## config.mk

```make
export PLATFORM = sky130hd
export DESIGN_NAME = sample_streamer_flat
export DESIGN_NICKNAME = d
export VERILOG_FILES = /design/src/rtl/sample_streamer_pkg.sv /design/src/rtl/sample_streamer_if.sv /design/src/rtl/sample_streamer_sync_fifo.sv /design/src/rtl/sample_streamer.sv /design/src/flat_wrapper.sv
export SDC_FILE = /design/constraint.sdc
export NUM_CORES = 1
export LEC_CHECK = 0
export CORE_AREA = 2 2 111 113
export DETAILED_ROUTE_END_ITERATION = 7
export DIE_AREA = 0 0 113 115
export GPL_ROUTABILITY_DRIVEN = 0
export PLACE_DENSITY = 0.84
export SLEW_MARGIN = 20
export SYNTH_ARGS = -nofsm -noshare
export SYNTH_HDL_FRONTEND = slang
export SYNTH_SLANG_ARGS = --single-unit
```

## constraint.sdc

```tcl
create_clock -name clk -period 7.9 [get_ports clk]
set_input_delay 2.37 -clock clk [delete_from_list [all_inputs] [get_ports clk]]
set_output_delay 2.37 -clock clk [all_outputs]
set_load 0.005 [all_outputs]
```

## src/rtl/sample_streamer_pkg.sv

```systemverilog
// Shared types and constants for the sample_streamer block: mode encoding,
// command bytes and frame marker.
package sample_streamer_pkg;

  typedef enum logic [1:0] {
    MODE_IDLE   = 2'd0,
    MODE_ECHO   = 2'd1,
    MODE_STREAM = 2'd2
  } mode_e;

  localparam logic [7:0] CMD_IDLE    = 8'hF0;
  localparam logic [7:0] CMD_ECHO    = 8'hF1;
  localparam logic [7:0] CMD_STREAM  = 8'hF2;
  localparam logic [7:0] CMD_CLR_OVF = 8'hF3;
  localparam logic [3:0] CMD_CHAN_HI = 4'hE;

  localparam logic       FRAME_MARK  = 1'b1;
  localparam logic [3:0] CHAN_NONE   = 4'hF;

endpackage

```

## src/rtl/sample_streamer_if.sv

```systemverilog
// Byte/sample/tx port bundle between the AVR-side ports and the streamer.
interface sample_streamer_if #(
  parameter int SAMPLE_W = 10,
  parameter int CHAN_W   = 4
);
  logic [7:0]          rx_data;
  logic                new_rx_data;
  logic                new_sample;
  logic [SAMPLE_W-1:0] sample;
  logic [CHAN_W-1:0]   sample_channel;
  logic                tx_busy;
  logic [7:0]          tx_data;
  logic                new_tx_data;
  logic [CHAN_W-1:0]   channel;
  logic [1:0]          mode;
  logic                overflow;

  modport master (
    output rx_data, new_rx_data, new_sample, sample, sample_channel, tx_busy,
    input  tx_data, new_tx_data, channel, mode, overflow
  );

  modport slave (
    input  rx_data, new_rx_data, new_sample, sample, sample_channel, tx_busy,
    output tx_data, new_tx_data, channel, mode, overflow
  );
endinterface

```

## src/rtl/sample_streamer_sync_fifo.sv

```systemverilog
// Synchronous FIFO with flush and free-entry count; full is judged on the
// registered occupancy, so a push on a full FIFO is refused even with a pop.
module sync_fifo #(
  parameter  int WIDTH = 8,
  parameter  int DEPTH = 16,
  localparam int AW    = $clog2(DEPTH)
) (
  input  logic             clk,
  input  logic             rst_n,
  input  logic             flush,
  input  logic             push,
  input  logic [WIDTH-1:0] push_data,
  input  logic             pop,
  output logic [WIDTH-1:0] pop_data,
  output logic             full,
  output logic             empty,
  output logic [AW:0]      free
);
  localparam logic [AW:0] FULL_CNT = (AW+1)'(DEPTH);

  logic [WIDTH-1:0] mem_r [DEPTH];
  logic [AW-1:0]    wr_ptr_r;
  logic [AW-1:0]    rd_ptr_r;
  logic [AW:0]      count_r;
  logic             wr_ok_s;
  logic             rd_ok_s;

  assign full     = (count_r == FULL_CNT);
  assign empty    = (count_r == (AW+1)'(0));
  assign free     = FULL_CNT - count_r;
  assign pop_data = mem_r[rd_ptr_r];
  assign wr_ok_s  = push && !full && !flush;
  assign rd_ok_s  = pop && !empty && !flush;

  // Storage array; contents are don't-care until written.
  always_ff @(posedge clk) begin
    if (wr_ok_s) begin
      mem_r[wr_ptr_r] <= push_data;
    end
  end

  // Pointers and occupancy.
  always_ff @(posedge clk) begin
    if (!rst_n || flush) begin
      wr_ptr_r <= AW'(0);
      rd_ptr_r <= AW'(0);
      count_r  <= (AW+1)'(0);
    end else begin
      if (wr_ok_s) wr_ptr_r <= wr_ptr_r + AW'(1);
      if (rd_ok_s) rd_ptr_r <= rd_ptr_r + AW'(1);
      case ({wr_ok_s, rd_ok_s})
        2'b10:   count_r <= count_r + (AW+1)'(1);
        2'b01:   count_r <= count_r - (AW+1)'(1);
        default: count_r <= count_r;
      endcase
    end
  end
endmodule

```

## src/rtl/sample_streamer.sv

```systemverilog
// Mode-switchable serial source: command decoder, echo/stream push logic,
// buffering FIFO and a two-state tx pacer.
module sample_streamer
  import sample_streamer_pkg::*;
#(
  parameter int DEPTH    = 16,
  parameter int SAMPLE_W = 10,
  parameter int CHAN_W   = 4
) (
  input logic               clk,
  input logic               rst_n,
  sample_streamer_if.slave  bus
);
  localparam int CNT_W = $clog2(DEPTH) + 1;
  localparam logic [0:0] ST_READY = 1'b0;
  localparam logic [0:0] ST_GUARD = 1'b1;

  mode_e             mode_r;
  logic [CHAN_W-1:0] channel_r;
  logic              overflow_r;
  logic              pend_r;
  logic [7:0]        pend_byte_r;
  logic [0:0]        state_r;
  logic [7:0]        tx_data_r;
  logic              new_tx_r;

  logic              is_cmd_s, flush_s, clr_ovf_s, echo_data_s, sample_hit_s;
  logic [7:0]        byte0_s, byte1_s;
  logic              push_req_s, push_go_s, pend_set_s, ovf_set_s;
  logic [7:0]        push_byte_s;
  logic              fire_s, bypass_s;
  logic [7:0]        head_s, out_byte_s;
  logic              full_s, empty_s;
  logic [CNT_W-1:0]  free_s;

  assign is_cmd_s     = bus.new_rx_data && (bus.rx_data[7:5] == 3'b111);
  assign flush_s      = bus.new_rx_data && (bus.rx_data == CMD_IDLE);
  assign clr_ovf_s    = bus.new_rx_data && (bus.rx_data == CMD_CLR_OVF);
  assign echo_data_s  = bus.new_rx_data && !is_cmd_s && (mode_r == MODE_ECHO);
  assign sample_hit_s = bus.new_sample && (mode_r == MODE_STREAM) &&
                        (bus.sample_channel == channel_r) && (channel_r != CHAN_NONE);
  assign byte0_s      = {FRAME_MARK, bus.sample_channel, bus.sample[SAMPLE_W-1:SAMPLE_W-3]};
  assign byte1_s      = {1'b0, bus.sample[SAMPLE_W-4:0]};

  // Push source selection; a pending frame byte owns the push slot, so any
  // competing byte or sample in that cycle is dropped as overflow.
  always_comb begin
    push_req_s  = 1'b0;
    push_byte_s = 8'h00;
    pend_set_s  = 1'b0;
    ovf_set_s   = 1'b0;
    if (pend_r) begin
      push_req_s  = 1'b1;
      push_byte_s = pend_byte_r;
      ovf_set_s   = echo_data_s || sample_hit_s;
    end else if (echo_data_s) begin
      push_req_s  = !full_s;
      push_byte_s = bus.rx_data;
      ovf_set_s   = full_s;
    end else if (sample_hit_s) begin
      push_req_s  = (free_s >= CNT_W'(2));
      push_byte_s = byte0_s;
      pend_set_s  = (free_s >= CNT_W'(2));
      ovf_set_s   = (free_s < CNT_W'(2));
    end else begin
      push_req_s  = 1'b0;
    end
  end

  // An empty FIFO is bypassed so a byte can leave in the cycle it arrives.
  assign push_go_s  = push_req_s && !flush_s;
  assign fire_s     = (state_r == ST_READY) && !bus.tx_busy && !flush_s && (!empty_s || push_go_s);
  assign bypass_s   = fire_s && empty_s;
  assign out_byte_s = empty_s ? push_byte_s : head_s;

  sync_fifo #(.WIDTH(8), .DEPTH(DEPTH)) u_fifo (
    .clk       (clk),
    .rst_n     (rst_n),
    .flush     (flush_s),
    .push      (push_go_s && !bypass_s),
    .push_data (push_byte_s),
    .pop       (fire_s && !empty_s),
    .pop_data  (head_s),
    .full      (full_s),
    .empty     (empty_s),
    .free      (free_s)
  );

  // Command decoder registers.
  always_ff @(posedge clk) begin
    if (!rst_n) begin
      mode_r     <= MODE_IDLE;
      channel_r  <= CHAN_NONE;
      overflow_r <= 1'b0;
    end else begin
      if (bus.new_rx_data) begin
        case (bus.rx_data)
          CMD_IDLE:   mode_r <= MODE_IDLE;
          CMD_ECHO:   mode_r <= MODE_ECHO;
          CMD_STREAM: mode_r <= MODE_STREAM;
          default:    mode_r <= mode_r;
        endcase
      end
      if (bus.new_rx_data && (bus.rx_data[7:4] == CMD_CHAN_HI)) begin
        channel_r <= bus.rx_data[3:0];
      end
      if (ovf_set_s) begin
        overflow_r <= 1'b1;
      end else if (clr_ovf_s) begin
        overflow_r <= 1'b0;
      end
    end
  end

  // Second byte of an admitted frame waits here for one cycle.
  always_ff @(posedge clk) begin
    if (!rst_n) begin
      pend_r      <= 1'b0;
      pend_byte_r <= 8'h00;
    end else begin
      pend_r <= pend_set_s && !flush_s;
      if (pend_set_s) begin
        pend_byte_r <= byte1_s;
      end
    end
  end

  // Tx pacer: one byte out, then a guard cycle for a late tx_busy.
  always_ff @(posedge clk) begin
    if (!rst_n) begin
      state_r   <= ST_READY;
      tx_data_r <= 8'h00;
      new_tx_r  <= 1'b0;
    end else if (fire_s) begin
      state_r   <= ST_GUARD;
      tx_data_r <= out_byte_s;
      new_tx_r  <= 1'b1;
    end else begin
      state_r   <= ST_READY;
      new_tx_r  <= 1'b0;
    end
  end

  assign bus.tx_data     = tx_data_r;
  assign bus.new_tx_data = new_tx_r;
  assign bus.channel     = channel_r;
  assign bus.mode        = mode_r;
  assign bus.overflow    = overflow_r;
endmodule

```

## src/flat_wrapper.sv

```systemverilog
// flat-port wrapper written by rule: the top's interface ports become plain ports
module sample_streamer_flat import sample_streamer_pkg::*;
#(
  parameter int DEPTH    = 16,
  parameter int SAMPLE_W = 10,
  parameter int CHAN_W   = 4
)
  (clk, rst_n, bus_rx_data, bus_new_rx_data, bus_new_sample, bus_sample, bus_sample_channel, bus_tx_busy, bus_tx_data, bus_new_tx_data, bus_channel, bus_mode, bus_overflow);
  sample_streamer_if #(.SAMPLE_W(SAMPLE_W), .CHAN_W(CHAN_W)) bus_i ();
  input logic clk;
  input logic rst_n;
  input wire logic [$bits(bus_i.rx_data)-1:0] bus_rx_data;
  input wire logic [$bits(bus_i.new_rx_data)-1:0] bus_new_rx_data;
  input wire logic [$bits(bus_i.new_sample)-1:0] bus_new_sample;
  input wire logic [$bits(bus_i.sample)-1:0] bus_sample;
  input wire logic [$bits(bus_i.sample_channel)-1:0] bus_sample_channel;
  input wire logic [$bits(bus_i.tx_busy)-1:0] bus_tx_busy;
  output wire logic [$bits(bus_i.tx_data)-1:0] bus_tx_data;
  output wire logic [$bits(bus_i.new_tx_data)-1:0] bus_new_tx_data;
  output wire logic [$bits(bus_i.channel)-1:0] bus_channel;
  output wire logic [$bits(bus_i.mode)-1:0] bus_mode;
  output wire logic [$bits(bus_i.overflow)-1:0] bus_overflow;
  assign bus_i.rx_data = bus_rx_data;
  assign bus_i.new_rx_data = bus_new_rx_data;
  assign bus_i.new_sample = bus_new_sample;
  assign bus_i.sample = bus_sample;
  assign bus_i.sample_channel = bus_sample_channel;
  assign bus_i.tx_busy = bus_tx_busy;
  assign bus_tx_data = bus_i.tx_data;
  assign bus_new_tx_data = bus_i.new_tx_data;
  assign bus_channel = bus_i.channel;
  assign bus_mode = bus_i.mode;
  assign bus_overflow = bus_i.overflow;
  sample_streamer #(.DEPTH(DEPTH), .SAMPLE_W(SAMPLE_W), .CHAN_W(CHAN_W)) u_core (.clk(clk), .rst_n(rst_n), .bus(bus_i));
endmodule
```

==> results.sh, run 1 <==
export IMPL_status="finished clean"
export IMPL_gr_total_overflow=0
export IMPL_crit_chain="clkdlybuf4s50_1 > xnor2_2 > nand4_4 > or2_0 > o21a_4 > nor2_2 > inv_1 > ha_1 > ha_1 > nor2b_1 > o21ai_0 > and3_1 > nor3_1 > xnor2_1 > nor2_1"
export IMPL_clock_root_buffer="clkbuf_16"
export IMPL_crit_path_end_kind="register"
export IMPL_io_buffer_count=42
export IMPL_cts_resized=0
export IMPL_coreArea_um2=11810
export IMPL_hold_path_class="register to register"
export IMPL_ir_worst_vdd_v=0.0001370
export IMPL_syn_inst=547
export IMPL_slowest_stage="clkdlybuf4s50_1"
export IMPL_ant_nets=0
export IMPL_fp_row_count=40
export IMPL_fin_crit_ps=5619
export IMPL_hold_buffers=0
export IMPL_drt_initial_drc_count=558
export IMPL_synth_area_um2=7461
export IMPL_syn_area_per_cell_um2=13.64
export IMPL_cp_arrival_ps=5920
export IMPL_ys_ff_latch=169
export IMPL_worst_pin_slew_ps=967.4
export IMPL_path_class="input pin to register"
export IMPL_hold_viol=0
export IMPL_synth_top_cells_by_count="edfxtp_1, dfxtp_1, nor2b_1"
export IMPL_yosysWarnings=0
export IMPL_grt_pass1_vias=4813
export IMPL_fillers=736
export IMPL_cts_tree="done"
export IMPL_powerDensity_nw_per_um2=204.5
export IMPL_grt_setup_unrepaired="false"
export IMPL_clock_latency_ps=430
export IMPL_path_clk_slew_ps=70
export IMPL_h_tree_depth=4
export IMPL_path_buf_inv=2
export IMPL_hpwl_um=10540
export IMPL_regArea_um2=4666
export IMPL_start_kind="input pin"
export IMPL_critPathMaxStageDelay_ps=530
export IMPL_drtPass1Iterations=7
export IMPL_skew_ps=8.197
export IMPL_ys_seq_area_frac=0.6252
export IMPL_drv_cap=0
export IMPL_worstPathMaxFanout=16
export IMPL_antenna_found_initial=0
export IMPL_synthFlopType="edfxtp_1"
export IMPL_via_per_inst=6.360
export IMPL_slew_viol_final=0
export IMPL_diodes=0
export IMPL_crit_family="simple AND/OR/NAND/NOR gates"
export IMPL_die_height_um=115
export IMPL_synth_edf_count=128
export IMPL_period_share=0.7113
export IMPL_areaGrowthSynthToFinish_pct=15.31
export IMPL_num_vias=4764
export IMPL_clock_sinks=169
export IMPL_multi_input_area_um2=2655
export IMPL_cp_common_cell="ha_1"
export IMPL_grt_util_all_layers=0.2594
export IMPL_post_drt_wl_per_cell_um=21.68
export IMPL_grt_max_degree=58
export IMPL_cp_data_required_time_ps=8200
export IMPL_cts_buffers=17
export IMPL_setup_tns_ps=0
export IMPL_max_freq_ghz=0.1780
export IMPL_instances_no_fill=749
export IMPL_grt_pass1_wl_um=25160
export IMPL_die_area_um2=13000
export IMPL_die_x_um=113
export IMPL_synth_area_leaders="edfxtp_1, dfxtp_1, mux2_2"
export IMPL_totalWireLength_um=16240
export IMPL_slew_headroom=0.3542
export IMPL_io_pin_count=43
export IMPL_synth_largest_area_cell="edfxtp_1"
export IMPL_final_nets=630
export IMPL_drive_above_1_share=0.1661
export IMPL_ys_types=61
export IMPL_drc=0
export IMPL_setup_viol_count_final=0
export IMPL_synth_most_common_cell="edfxtp_1"
export IMPL_start_util=0.6317
export IMPL_clk_path_buf_depth=2
export IMPL_async_flop_share=0
export IMPL_cts_setup_buffers=0
export IMPL_syn_nets=588
export IMPL_leakage_nw=2.700
export IMPL_synth_top_cell_area_share=0.5152
export IMPL_placed_cells=717
[where the power goes]
| part | switching (W) | total (W) | internal (W) | leakage, nW |
|---|---|---|---|---|
| Sequential | 0.000000843 | 0.000943 | 0.000943 | 1.29 |
| Combinational | 0.0000165 | 0.0000354 | 0.0000189 | 1.14 |
| Clock | 0.000366 | 0.000781 | 0.000415 | 0.264 |
| Total | 0.000384 | 0.00176 | 0.00138 | 2.70 |
[logic make-up after synthesis]
logic type | synth area share
DFF | 0.6252
adders and majority gates | 0.02448
xor gates and xnor gates | 0.01358
and+or+nand+nor | 0.1207
AOI/OAI and AO/OA | 0.1018
buffers and inverters | 0.02432
muxes | 0.08989
[through the flow]
stage               total power, W  hold WS (ps)  setup slack [ps]  utilization  area, µm²
floorplan                0.0009774         471.8              2662            -       7461
global placement         0.0009967         487.0              2056       0.6808       8041
detailed placement       0.0009979         489.5              1887       0.6808       8041
CTS                       0.001765         506.1              2343       0.7284       8603
global route              0.001800         525.5              2061       0.7284       8603
finish                    0.001760         503.1              2281       0.7284       8603
[path summary, 6_finish.rpt]
kind              slack, ps  cells past startpoint                startpoint                        to
hold reg to reg         500                      1     u_core.bus.tx_data[5]     u_core.bus.tx_data[5]
setup / recovery       2280                     15     bus_sample_channel[2]  u_core.u_fifo.count_r[4]
setup reg to reg       3900                     17  u_core.u_fifo.count_r[1]  u_core.u_fifo.count_r[4]
hold / removal          500                      1     u_core.bus.tx_data[5]     u_core.bus.tx_data[5]
[flip-flops by register name, indices dropped and copies added (netlist names), named ones only]
| register | count |
|---|---|
| u_core.u_fifo.rd_ptr_r | 4 |
| u_core.bus.channel | 4 |
| u_core.bus.mode | 2 |
| u_core.bus.overflow | 1 |
| u_core.pend_r | 1 |
| u_core.pend_byte_r | 7 |
| u_core.u_fifo.wr_ptr_r | 4 |
| u_core.state_r | 1 |
| u_core.u_fifo.count_r | 5 |
| u_core.bus.tx_data | 8 |
| u_core.u_fifo.mem_r | 128 |
[cells in the final DEF, fill, tap and decap left out, types with 4 or more instances in the layout]
cell             instances
mux4_2                   6
ha_1                    13
a22oi_1                  7
nand2b_1                 9
o22ai_1                 14
a211oi_1                12
nor2_1                  24
mux2i_1                 22
mux2_2                  28
inv_1                   11
clkdlybuf4s50_1         42
a32oi_1                  7
a22o_1                   6
nor2b_1                 35
clkbuf_16               17
o31ai_2                  5
inv_8                    4
o211a_1                  8
a21oi_1                  9
nand3_1                 19
edfxtp_1               128
buf_4                   10
o21ai_0                 19
and2_1                   6
xor2_1                   4
nor4_1                   8
dfxtp_1                 40
nor3_1                   4
clkinv_4                 4
nand2_1                 17
and3_1                  17
clkinvlp_4               4
[cell type report]
type / count / share of cell area
repair buffers: 52 / 0.05759
flip-flops and latches: 169 / 0.5423
clock inverters: 15 / 0.01585
well taps: 147 / 0.02138
inverters: 11 / 0.004799
multi-input cells: 338 / 0.3086
clock buffers: 17 / 0.04945
[metal layers]
metal  share of wire  up-vias  GRT usage
li1                -     2180          -
met2            0.50      245     0.4379
met3           0.078       43    0.06484
met4           0.031        0     0.1033
met1            0.39     2296     0.3258
met5               0        -          0
Note: power is estimated with default switching activity, not from simulation.
==> run 2, diff against run 1 <==
--- a/config.mk
+++ b/config.mk
@@ -5,11 +5,11 @@
 export SDC_FILE = /design/constraint.sdc
 export NUM_CORES = 1
 export LEC_CHECK = 0
-export CORE_AREA = 2 2 111 113
+export CORE_AREA = 2 2 121 123
 export DETAILED_ROUTE_END_ITERATION = 7
-export DIE_AREA = 0 0 113 115
+export DIE_AREA = 0 0 123 125
 export GPL_ROUTABILITY_DRIVEN = 0
-export PLACE_DENSITY = 0.84
+export PLACE_DENSITY = 0.75
 export SLEW_MARGIN = 20
 export SYNTH_ARGS = -nofsm -noshare
 export SYNTH_HDL_FRONTEND = slang
==> constraint.sdc (replaced) <==
create_clock -name clk -period 5.02 [get_ports clk]
set_input_delay 1.506 -clock clk [delete_from_list [all_inputs] [get_ports clk]]
set_output_delay 1.506 -clock clk [all_outputs]
set_load 0.005 [all_outputs]
==> run 2 against run 1 <==
  * Sequential power increased by 58%
  * Clock skew about the same
  * Combinational power increased by 66%
  * Routed wire length increased by 2.3%
  * Count of clock-buffer cells in the layout increased by 1
  * Setup slack got worse by 1800 ps
  * Power increased by 67%
  * Cell count increased by 5.9%
  * Die area increased by 18%
  * Register-to-register slack got worse by 2800 ps
  * Critical endpoint unchanged
  * Largest power group unchanged
  * Highest routed layer unchanged
==> results.sh, run 2 (same netlist as run 1, synthesis figures left out) <==
export IMPL_status="finished clean"
export IMPL_instances_no_fill=793
export IMPL_regArea_um2=4666
export IMPL_path_class="input pin to register"
export IMPL_clock_latency_ps=430
export IMPL_via_per_inst=6.082
export IMPL_clk_path_buf_depth=2
export IMPL_ir_worst_vdd_v=0.0002310
export IMPL_path_buf_inv=3
export IMPL_start_kind="input pin"
export IMPL_coreArea_um2=14200
export IMPL_hold_end="u_core.bus.tx_data[5]"
export IMPL_skew_ps=7.904
export IMPL_die_area_um2=15380
export IMPL_setup_viol_count_final=0
export IMPL_placed_cells=761
export IMPL_diodes=0
export IMPL_grt_pass1_wl_um=26230
export IMPL_min_from="u_core.bus.tx_data[5]"
export IMPL_fin_util=0.6179
export IMPL_clock_root_buffer="clkbuf_16"
export IMPL_gr_total_overflow=0
export IMPL_whs_ps=499.1
export IMPL_hold_path_depth=1
export IMPL_hold_viol=0
export IMPL_die_x_um=123
export IMPL_ant_nets=0
export IMPL_crit_path_end_kind="register"
export IMPL_cts_buffers=17
export IMPL_finalPower_w=0.002940
export IMPL_num_vias=4823
export IMPL_totalWireLength_um=16600
export IMPL_timing_rr_end="u_core.u_fifo.count_r[4]"
export IMPL_r2r_start="u_core.u_fifo.count_r[0]"
export IMPL_leakage_nw=2.764
export IMPL_drt_initial_drc_count=456
export IMPL_io_pin_count=43
export IMPL_grt_setup_unrepaired="false"
export IMPL_most_common_layout_cells="edfxtp_1, clkdlybuf4s50_1, dfxtp_1, nor2b_1, mux2_2"
export IMPL_fin_crit_ps=4501
export IMPL_slowest_stage="clkdlybuf4s50_1"
export IMPL_start_util=0.5253
export IMPL_hold_buffers=0
export IMPL_cts_resized=0
export IMPL_cts_setup_buffers=0
export IMPL_worst_pin_slew_ps=1037
export IMPL_rrSetupSlack_ps=1140
export IMPL_antenna_found_initial=0
export IMPL_post_drt_wl_per_cell_um=20.94
export IMPL_top_register="u_core.u_fifo.mem_r"
export IMPL_areaGrowthSynthToFinish_pct=17.63
export IMPL_h_tree_depth=4
export IMPL_critPathMaxStageDelay_ps=480
export IMPL_largest_reg_flops=128
export IMPL_path_clk_slew_ps=60
export IMPL_crit_chain="clkdlybuf4s50_1 > or3b_1 > or2_1 > or3_4 > nand2_4 > nor2_2 > inv_1 > ha_1 > inv_1 > fa_1 > nor2b_1 > o21ai_0 > and3_1 > nor3_1 > xnor2_1 > nor2_1"
export IMPL_clock_sinks=169
export IMPL_hpwl_um=11050
export IMPL_worstPathMaxFanout=5
export IMPL_powerDensity_nw_per_um2=335.0
export IMPL_fp_row_count=44
export IMPL_final_common_cell="edfxtp_1"
export IMPL_cp_data_required_time_ps=5320
export IMPL_cp_arrival_ps=4810
export IMPL_hold_path_class="register to register"
export IMPL_cts_tree="done"
export IMPL_max_freq_ghz=0.2222
export IMPL_crit_family="simple AND/OR/NAND/NOR gates"
export IMPL_drc=0
export IMPL_period_share=0.8965
export IMPL_final_nets=637
export IMPL_grt_pass1_vias=4790
export IMPL_die_height_um=125
export IMPL_drv_cap=0
export IMPL_grt_util_all_layers=0.2292
export IMPL_slew_headroom=0.3059
export IMPL_slew_viol_final=0
export IMPL_grt_max_degree=32
export IMPL_multi_input_area_um2=2655
export IMPL_drive_above_1_share=0.1757
export IMPL_io_buffer_count=42
export IMPL_fillers=1056
export IMPL_setup_tns_ps=0
export IMPL_drtPass1Iterations=6
export IMPL_cp_common_cell="inv_1"
export IMPL_reg2reg_depth=18
-- run 2: changes by cell type in the layout (fill, tap and decap cells not counted), sizes merged --
cell and change:
inv -5, bufinv +4, buf +7, clkinvlp +1, clkbuf +1, clkinv -1
-- run 2: stage by stage --
stage          setup WS, ps  area, µm²
2_1_floorplan         646.2       7461
6_report              519.3       8776
3_3_place_gp          280.9       8140
4_1_cts               581.6       8776
3_5_place_dp          150.8       8140
5_1_grt               290.2       8776
-- run 2: routing by layer --
metal	up-vias	wire length, µm	GRT usage
li1	2196	-	-
met1	2427	6931	0.2959
met2	176	8299	0.3737
met3	24	1028	0.06022
met4	0	344	0.08155
met5	-	0	0
-- run 2: worst max-delay path by stage --
stage              startpoint                       end  slack (ps)  cells past startpoint
2_1_floorplan  bus_rx_data[2]  u_core.u_fifo.count_r[4]         650                     17
3_3_place_gp   bus_rx_data[4]  u_core.u_fifo.count_r[4]         280                     16
3_5_place_dp   bus_rx_data[2]  u_core.u_fifo.count_r[4]         150                     16
4_1_cts        bus_rx_data[4]  u_core.u_fifo.count_r[4]         580                     16
5_1_grt        bus_rx_data[7]  u_core.u_fifo.count_r[4]         290                     16
6_report       bus_rx_data[4]  u_core.u_fifo.count_r[4]         520                     16
-- run 2: final cells by class --
class | count | area share
clock buffer | 18 | 0.05004
clock inverter | 14 | 0.02238
inverter | 11 | 0.004705
multi-input combinational | 338 | 0.3025
sequential | 169 | 0.5317
tap | 184 | 0.02623
timing repair buffer | 59 | 0.06245
-- run 2: power breakdown --
part	switching [W]	internal [W]	total, W
Sequential	0.00000139	0.00148	0.00149
Combinational	0.0000269	0.0000317	0.0000586
Clock	0.000547	0.000848	0.00140
Total	0.000576	0.00236	0.00294
==> run 3, diff against run 2 <==
--- a/config.mk
+++ b/config.mk
@@ -10,7 +10,7 @@
 export DIE_AREA = 0 0 123 125
 export GPL_ROUTABILITY_DRIVEN = 0
 export PLACE_DENSITY = 0.75
-export SLEW_MARGIN = 20
+export SKIP_LAST_GASP = 1
 export SYNTH_ARGS = -nofsm -noshare
 export SYNTH_HDL_FRONTEND = slang
 export SYNTH_SLANG_ARGS = --single-unit
==> results of run 3 <==
Final layout, timing and power as in run 2 (identical DEF).
